`src/rtl/br_flow_mux_pkg.sv`:
```
// Shared types and helpers for the flow mux with registered pop stage.
// Arbitration policy enum and flow-id width derivation.
package br_flow_mux_pkg;

  typedef enum logic {
    ArbFixed      = 1'b0,
    ArbRoundRobin = 1'b1
  } arb_mode_e;

  function automatic int flow_id_width(input int n);
    return (n <= 2) ? 1 : $clog2(n);
  endfunction

endpackage

```
`src/rtl/br_flow_mux_select_reg_if.sv`:
```
// Push/pop handshake bundle for the flow mux.
// master = producers/consumer side, slave = the mux.
interface br_flow_mux_select_reg_if #(
  parameter int NumFlows    = 2,
  parameter int Width       = 1,
  parameter int FlowIdWidth = 1
) ();

  logic [NumFlows-1:0]            push_valid;
  logic [NumFlows-1:0]            push_ready;
  logic [NumFlows-1:0][Width-1:0] push_data;
  logic                           pop_valid;
  logic                           pop_ready;
  logic [Width-1:0]               pop_data;
  logic [FlowIdWidth-1:0]         pop_flow_id;

  modport master (
    output push_valid, push_data, pop_ready,
    input  push_ready, pop_valid, pop_data, pop_flow_id
  );

  modport slave (
    input  push_valid, push_data, pop_ready,
    output push_ready, pop_valid, pop_data, pop_flow_id
  );

endinterface

```
`src/rtl/br_flow_mux_arb_sel.sv`:
```
// Combinational grant select: fixed priority or round-robin from i_ptr.
// Fixed mode is round-robin with the search start pinned to flow 0.
module br_flow_mux_arb_sel
  import br_flow_mux_pkg::*;
#(
  parameter int NumFlows    = 2,
  parameter int ArbMode     = 0,
  parameter int FlowIdWidth = 1
) (
  input  logic [NumFlows-1:0]    i_valid,
  input  logic [FlowIdWidth-1:0] i_ptr,
  input  logic                   i_en,
  output logic [NumFlows-1:0]    o_grant,
  output logic [FlowIdWidth-1:0] o_grant_id
);

  localparam int IW = FlowIdWidth + 1;

  logic [FlowIdWidth-1:0] w_start;
  logic [IW-1:0]          w_idx;
  logic                   w_found;

  assign w_start = (ArbMode == int'(ArbRoundRobin)) ? i_ptr : '0;

  always_comb begin
    o_grant    = '0;
    o_grant_id = '0;
    w_found    = 1'b0;
    w_idx      = '0;
    for (int k = 0; k < NumFlows; k++) begin
      w_idx = {1'b0, w_start} + IW'(k);
      if (w_idx >= IW'(NumFlows)) w_idx = w_idx - IW'(NumFlows);
      if (!w_found && i_valid[w_idx[FlowIdWidth-1:0]]) begin
        w_found                         = 1'b1;
        o_grant[w_idx[FlowIdWidth-1:0]] = 1'b1;
        o_grant_id                      = w_idx[FlowIdWidth-1:0];
      end
    end
    if (!i_en) o_grant = '0;
  end

endmodule

```
`src/rtl/br_flow_mux_select_reg.sv`:
```
// N:1 flow mux with selectable arbitration and a single registered pop slot.
// Pop outputs come straight from flops and hold under backpressure.
module br_flow_mux_select_reg
  import br_flow_mux_pkg::*;
#(
  parameter int NumFlows                       = 2,
  parameter int Width                          = 1,
  parameter int ArbMode                        = 0,
  parameter int FlowIdWidth                    = flow_id_width(NumFlows),
  parameter int EnableAssertPushValidStability = 1,
  parameter int EnableAssertFinalNotValid      = 1
) (
  input logic                     clk,
  input logic                     rst,
  br_flow_mux_select_reg_if.slave io_flow
);

  logic                   r_pop_valid;
  logic [Width-1:0]       r_pop_data;
  logic [FlowIdWidth-1:0] r_pop_id;
  logic [FlowIdWidth-1:0] r_ptr;

  logic                   w_can_accept;
  logic [NumFlows-1:0]    w_grant;
  logic [FlowIdWidth-1:0] w_grant_id;
  logic                   w_push;

  assign w_can_accept = ~r_pop_valid | io_flow.pop_ready;
  assign w_push       = |w_grant;

  br_flow_mux_arb_sel #(
    .NumFlows    (NumFlows),
    .ArbMode     (ArbMode),
    .FlowIdWidth (FlowIdWidth)
  ) u_arb (
    .i_valid    (io_flow.push_valid),
    .i_ptr      (r_ptr),
    .i_en       (w_can_accept & ~rst),
    .o_grant    (w_grant),
    .o_grant_id (w_grant_id)
  );

  assign io_flow.push_ready  = w_grant;
  assign io_flow.pop_valid   = r_pop_valid;
  assign io_flow.pop_data    = r_pop_data;
  assign io_flow.pop_flow_id = r_pop_id;

  always_ff @(posedge clk) begin
    if (rst) begin
      r_pop_valid <= 1'b0;
      r_pop_data  <= '0;
      r_pop_id    <= '0;
    end else if (w_can_accept) begin
      r_pop_valid <= w_push;
      if (w_push) begin
        r_pop_data <= io_flow.push_data[w_grant_id];
        r_pop_id   <= w_grant_id;
      end
    end
  end

  // Pointer only moves on an accepted push; stays 0 in fixed mode.
  always_ff @(posedge clk) begin
    if (rst) begin
      r_ptr <= '0;
    end else if (ArbMode == int'(ArbRoundRobin) && w_push) begin
      r_ptr <= (w_grant_id == FlowIdWidth'(NumFlows - 1)) ?
               '0 : w_grant_id + 1'b1;
    end
  end

`ifndef SYNTHESIS
  logic [NumFlows-1:0]    r_chk_pend;
  logic                   r_chk_bp;
  logic [Width-1:0]       r_chk_data;
  logic [FlowIdWidth-1:0] r_chk_id;

  always_ff @(posedge clk) begin
    if (rst) begin
      r_chk_pend <= '0;
      r_chk_bp   <= 1'b0;
    end else begin
      r_chk_pend <= io_flow.push_valid & ~io_flow.push_ready;
      r_chk_bp   <= r_pop_valid & ~io_flow.pop_ready;
    end
    r_chk_data <= r_pop_data;
    r_chk_id   <= r_pop_id;
    if (!rst) begin
      assert ($onehot0(w_grant));
      if (EnableAssertPushValidStability != 0)
        assert ((r_chk_pend & ~io_flow.push_valid) == '0);
      if (r_chk_bp)
        assert (r_pop_valid && r_pop_data == r_chk_data &&
                r_pop_id == r_chk_id);
      if (r_pop_valid)
        assert (!$isunknown({r_pop_data, r_pop_id}));
    end
  end

  for (genvar gi = 0; gi < NumFlows; gi++) begin : g_cov
    cover property (@(posedge clk) !rst && w_grant[gi]);
  end

  cover property (@(posedge clk)
    !rst && r_chk_bp && r_pop_valid && !io_flow.pop_ready);

  final begin
    if (EnableAssertFinalNotValid != 0)
      assert (io_flow.push_valid == '0 && !r_pop_valid);
  end
`endif

endmodule

```
`src/flat_wrapper.sv`:
```
// flat-port wrapper written by rule: the top's interface ports become plain ports
module br_flow_mux_select_reg_flat import br_flow_mux_pkg::*;
#(
  parameter int NumFlows                       = 2,
  parameter int Width                          = 1,
  parameter int ArbMode                        = 0,
  parameter int FlowIdWidth                    = flow_id_width(NumFlows),
  parameter int EnableAssertPushValidStability = 1,
  parameter int EnableAssertFinalNotValid      = 1
)
  (clk, rst, io_flow_push_valid, io_flow_push_data, io_flow_pop_ready, io_flow_push_ready, io_flow_pop_valid, io_flow_pop_data, io_flow_pop_flow_id);
  br_flow_mux_select_reg_if #(.NumFlows(NumFlows), .Width(Width), .FlowIdWidth(FlowIdWidth)) io_flow_i ();
  input logic clk;
  input logic rst;
  input wire logic [$bits(io_flow_i.push_valid)-1:0] io_flow_push_valid;
  input wire logic [$bits(io_flow_i.push_data)-1:0] io_flow_push_data;
  input wire logic [$bits(io_flow_i.pop_ready)-1:0] io_flow_pop_ready;
  output wire logic [$bits(io_flow_i.push_ready)-1:0] io_flow_push_ready;
  output wire logic [$bits(io_flow_i.pop_valid)-1:0] io_flow_pop_valid;
  output wire logic [$bits(io_flow_i.pop_data)-1:0] io_flow_pop_data;
  output wire logic [$bits(io_flow_i.pop_flow_id)-1:0] io_flow_pop_flow_id;
  assign io_flow_i.push_valid = io_flow_push_valid;
  assign io_flow_i.push_data = io_flow_push_data;
  assign io_flow_i.pop_ready = io_flow_pop_ready;
  assign io_flow_push_ready = io_flow_i.push_ready;
  assign io_flow_pop_valid = io_flow_i.pop_valid;
  assign io_flow_pop_data = io_flow_i.pop_data;
  assign io_flow_pop_flow_id = io_flow_i.pop_flow_id;
  br_flow_mux_select_reg #(.NumFlows(NumFlows), .Width(Width), .ArbMode(ArbMode), .FlowIdWidth(FlowIdWidth), .EnableAssertPushValidStability(EnableAssertPushValidStability), .EnableAssertFinalNotValid(EnableAssertFinalNotValid)) u_core (.clk(clk), .rst(rst), .io_flow(io_flow_i));
endmodule
```
`config.mk`:
```
export PLATFORM = sky130hd
export DESIGN_NAME = br_flow_mux_select_reg_flat
export DESIGN_NICKNAME = d
export VERILOG_FILES = /design/src/rtl/br_flow_mux_pkg.sv /design/src/rtl/br_flow_mux_select_reg_if.sv /design/src/rtl/br_flow_mux_arb_sel.sv /design/src/rtl/br_flow_mux_select_reg.sv /design/src/flat_wrapper.sv
export SDC_FILE = /design/constraint.sdc
export NUM_CORES = 1
export LEC_CHECK = 0
export CAP_MARGIN = 10
export CORE_AREA = 2 2 39 41
export CTS_CLUSTER_DIAMETER = 30
export DETAILED_ROUTE_END_ITERATION = 7
export DIE_AREA = 0 0 41 43
export PLACE_DENSITY = 0.4
export SLEW_MARGIN = 20
export SYNTH_ARGS = -nofsm -noshare
export SYNTH_HDL_FRONTEND = slang
export SYNTH_HIERARCHICAL = 1
export SYNTH_SLANG_ARGS = --single-unit
```
`constraint.sdc`:
```
create_clock -name clk -period 1.5 [get_ports clk]
set_input_delay 0.15 -clock clk [delete_from_list [all_inputs] [get_ports clk]]
set_output_delay 0.15 -clock clk [all_outputs]
set_load 0.1 [all_outputs]
```
==> flow_metrics.env <==
export IMPL_timing_final_setup_violations=0
export IMPL_crit_fanout=3
export IMPL_cts_tree="yes"
export IMPL_fmax_mhz=721.6
export IMPL_path_clk_slew_ns=0.04
export IMPL_synth_area_per_cell_um2=8.758
export IMPL_cp_slowest_cell="dfxtp_4"
export IMPL_internal_power_mw=0.2488
export IMPL_worstPathArrival_ns=1.24
export IMPL_route_met2_wl_um=186
export IMPL_die_y_um=43
export IMPL_r2r_slack_ns=0.19
export IMPL_comb_power_share=0.389
export IMPL_viasPerCell=3.922
export IMPL_cp_start_kind="flop"
export IMPL_wl_met3_um=72
export IMPL_cts_buffers=3
export IMPL_layout_common_cells="5 x clkdlybuf4s50_1, 5 x buf_12, 3 x clkbuf_4, 3 x a21oi_1"
export IMPL_status="complete, no violations"
export IMPL_cts_sinks=3
export IMPL_p_leak_nw=0.1636
export IMPL_cap_violations=0
export IMPL_drtAntennaViolNets=0
export IMPL_wl_met1_um=186
export IMPL_timing_critical_path_buf_inv=2
export IMPL_antenna_found_initial=0
export IMPL_place_gp_congestion=0.7071
export IMPL_area_growth_pct=153.2
export IMPL_cts_path_max_buffers=2
export IMPL_period_minus_slack_ns=1.386
export IMPL_firstDrtPassIters=4
export IMPL_crit_family="simple AND/OR/NAND/NOR gates"
export IMPL_cp_slowest_stage_delay_ns=0.33
export IMPL_pwr_share_seq=0.239
export IMPL_syn_cell_area_um2=157.7
export IMPL_skew_ns=0.001486
export IMPL_p_switching_mw=0.1301
export IMPL_timing_setup_tns_ns=0
export IMPL_rsz0062_at_grt="false"
export IMPL_drcViolationCount=0
export IMPL_period_share=0.9239
export IMPL_clockPowerShare=0.372
export IMPL_diodes=0
export IMPL_h_tree_depth=1
export IMPL_wire_per_inst_um=8.725
export IMPL_endpoint_kind="output port"
export IMPL_ys_warn_count=6
export IMPL_vdd_drop_max_v=0.0002593
export IMPL_grt_pass1_wl_um=834
export IMPL_hold_violations=0
export IMPL_vias=200
export IMPL_netlist_instances=18
export IMPL_cts_root_buf="clkbuf_4"
export IMPL_dieWidth_um=41
export IMPL_top_layer_used="met3"
export IMPL_rows=14
export IMPL_crit_required_ns=1.35
export IMPL_swShare=0.3433
export IMPL_post_route_util=0.2884
export IMPL_io_pins=12
export IMPL_drtIter0Drc=4
export IMPL_die_area_um2=1763
export IMPL_start_util=0.1139
export IMPL_port_buffers=11
export IMPL_final_max_slew_violation_count=0
export IMPL_worstMarginPinSlew_ns=0.1902
export IMPL_power_density_nw_per_um2=949.2
export IMPL_drive_above_1_share=0.4571
export IMPL_first_global_vias=203
export IMPL_path_cells="nor2b_4 -> nor2_2 -> and2_4 -> buf_4 -> buf_12"
export IMPL_fin_nets=43
export IMPL_coreArea_um2=1384
export IMPL_insertion_delay_ns=0.23
export IMPL_grt_max_degree=5
export IMPL_hp_class="in -> reg"
export IMPL_synth_fp_nets=25
export IMPL_relSlewSlack=0.8723
export IMPL_crit_type="reg -> out"
export IMPL_hold_slack_ns=0.3769
export IMPL_grt_overflow_total=0
export IMPL_grtUsageTotal=0.07315
export IMPL_routed_wl_um=445
==> sequential cells by signal, summed over array words and instances (netlist names) <==
name and flops:
u_core/io_flow.pop_flow_id 1, u_core/io_flow.pop_data 1, u_core/io_flow.pop_valid 1
==> timing repair <==
action | CTS | global route
setup buffers | 0 | 1
hold buffers | 0 | 0
hold endpoints to repair | 0 | 0
endpoints found under the setup margin | 0 | 1
resized for setup | 0 | 1
==> area by class of cell <==
cell class	instances	area [µm²]
Multi-Input combinational cell	15	111.4
Timing Repair Buffer	13	177.7
Tap cell	16	20.02
Fill cell	157	984.7
Sequential cell	3	63.81
Clock buffer	4	26.28
==> metal layers <==
metal,GRT usage,vias up
li1,-,100
met1,0.08307,87
met2,0.09688,13
met3,0.03665,0
met4,0.06000,0
met5,0,-
==> through the flow <==
stage	power (mW)	instances	worst slack, ns	instance area [µm²]
floorplan	0.1747	18	-0.1430	175.2
global placement	0.2382	47	-0.05261	370.4
detailed placement	0.2385	47	-0.05288	370.4
CTS	0.3860	51	0.01925	396.6
global route	0.4006	51	0.03338	399.1
finish	0.3789	51	0.1142	399.1
==> final timing paths <==
check / from / end / depth (start not counted)
setup / recovery: u_core/io_flow.pop_valid / io_flow_push_ready[0] / 5
hold / removal: io_flow_pop_ready / u_core/io_flow.pop_valid / 3
setup reg to reg: u_core/io_flow.pop_valid / u_core/io_flow.pop_data / 5
hold reg to reg: u_core/io_flow.pop_flow_id / u_core/io_flow.pop_flow_id / 2
==> power groups by stage <==
stage          clock [mW]  combinational (mW)  sequential (mW)
5_1_grt             0.154               0.155           0.0915
6_report            0.141               0.147           0.0907
4_1_cts             0.148               0.146           0.0918
2_1_floorplan           0              0.0446            0.130
3_5_place_dp            0               0.146           0.0929
3_3_place_gp            0               0.145           0.0928
==> worst reg2reg max path, stage by stage, from the launching register on <==
cell      delay, ns
dfxtp_4        0.34
nor2b_4        0.14
nor2_2         0.05
and3b_4        0.21
or2_1          0.24
a311oi_1       0.24
No activity file was read; power rests on OpenSTA's default activity.
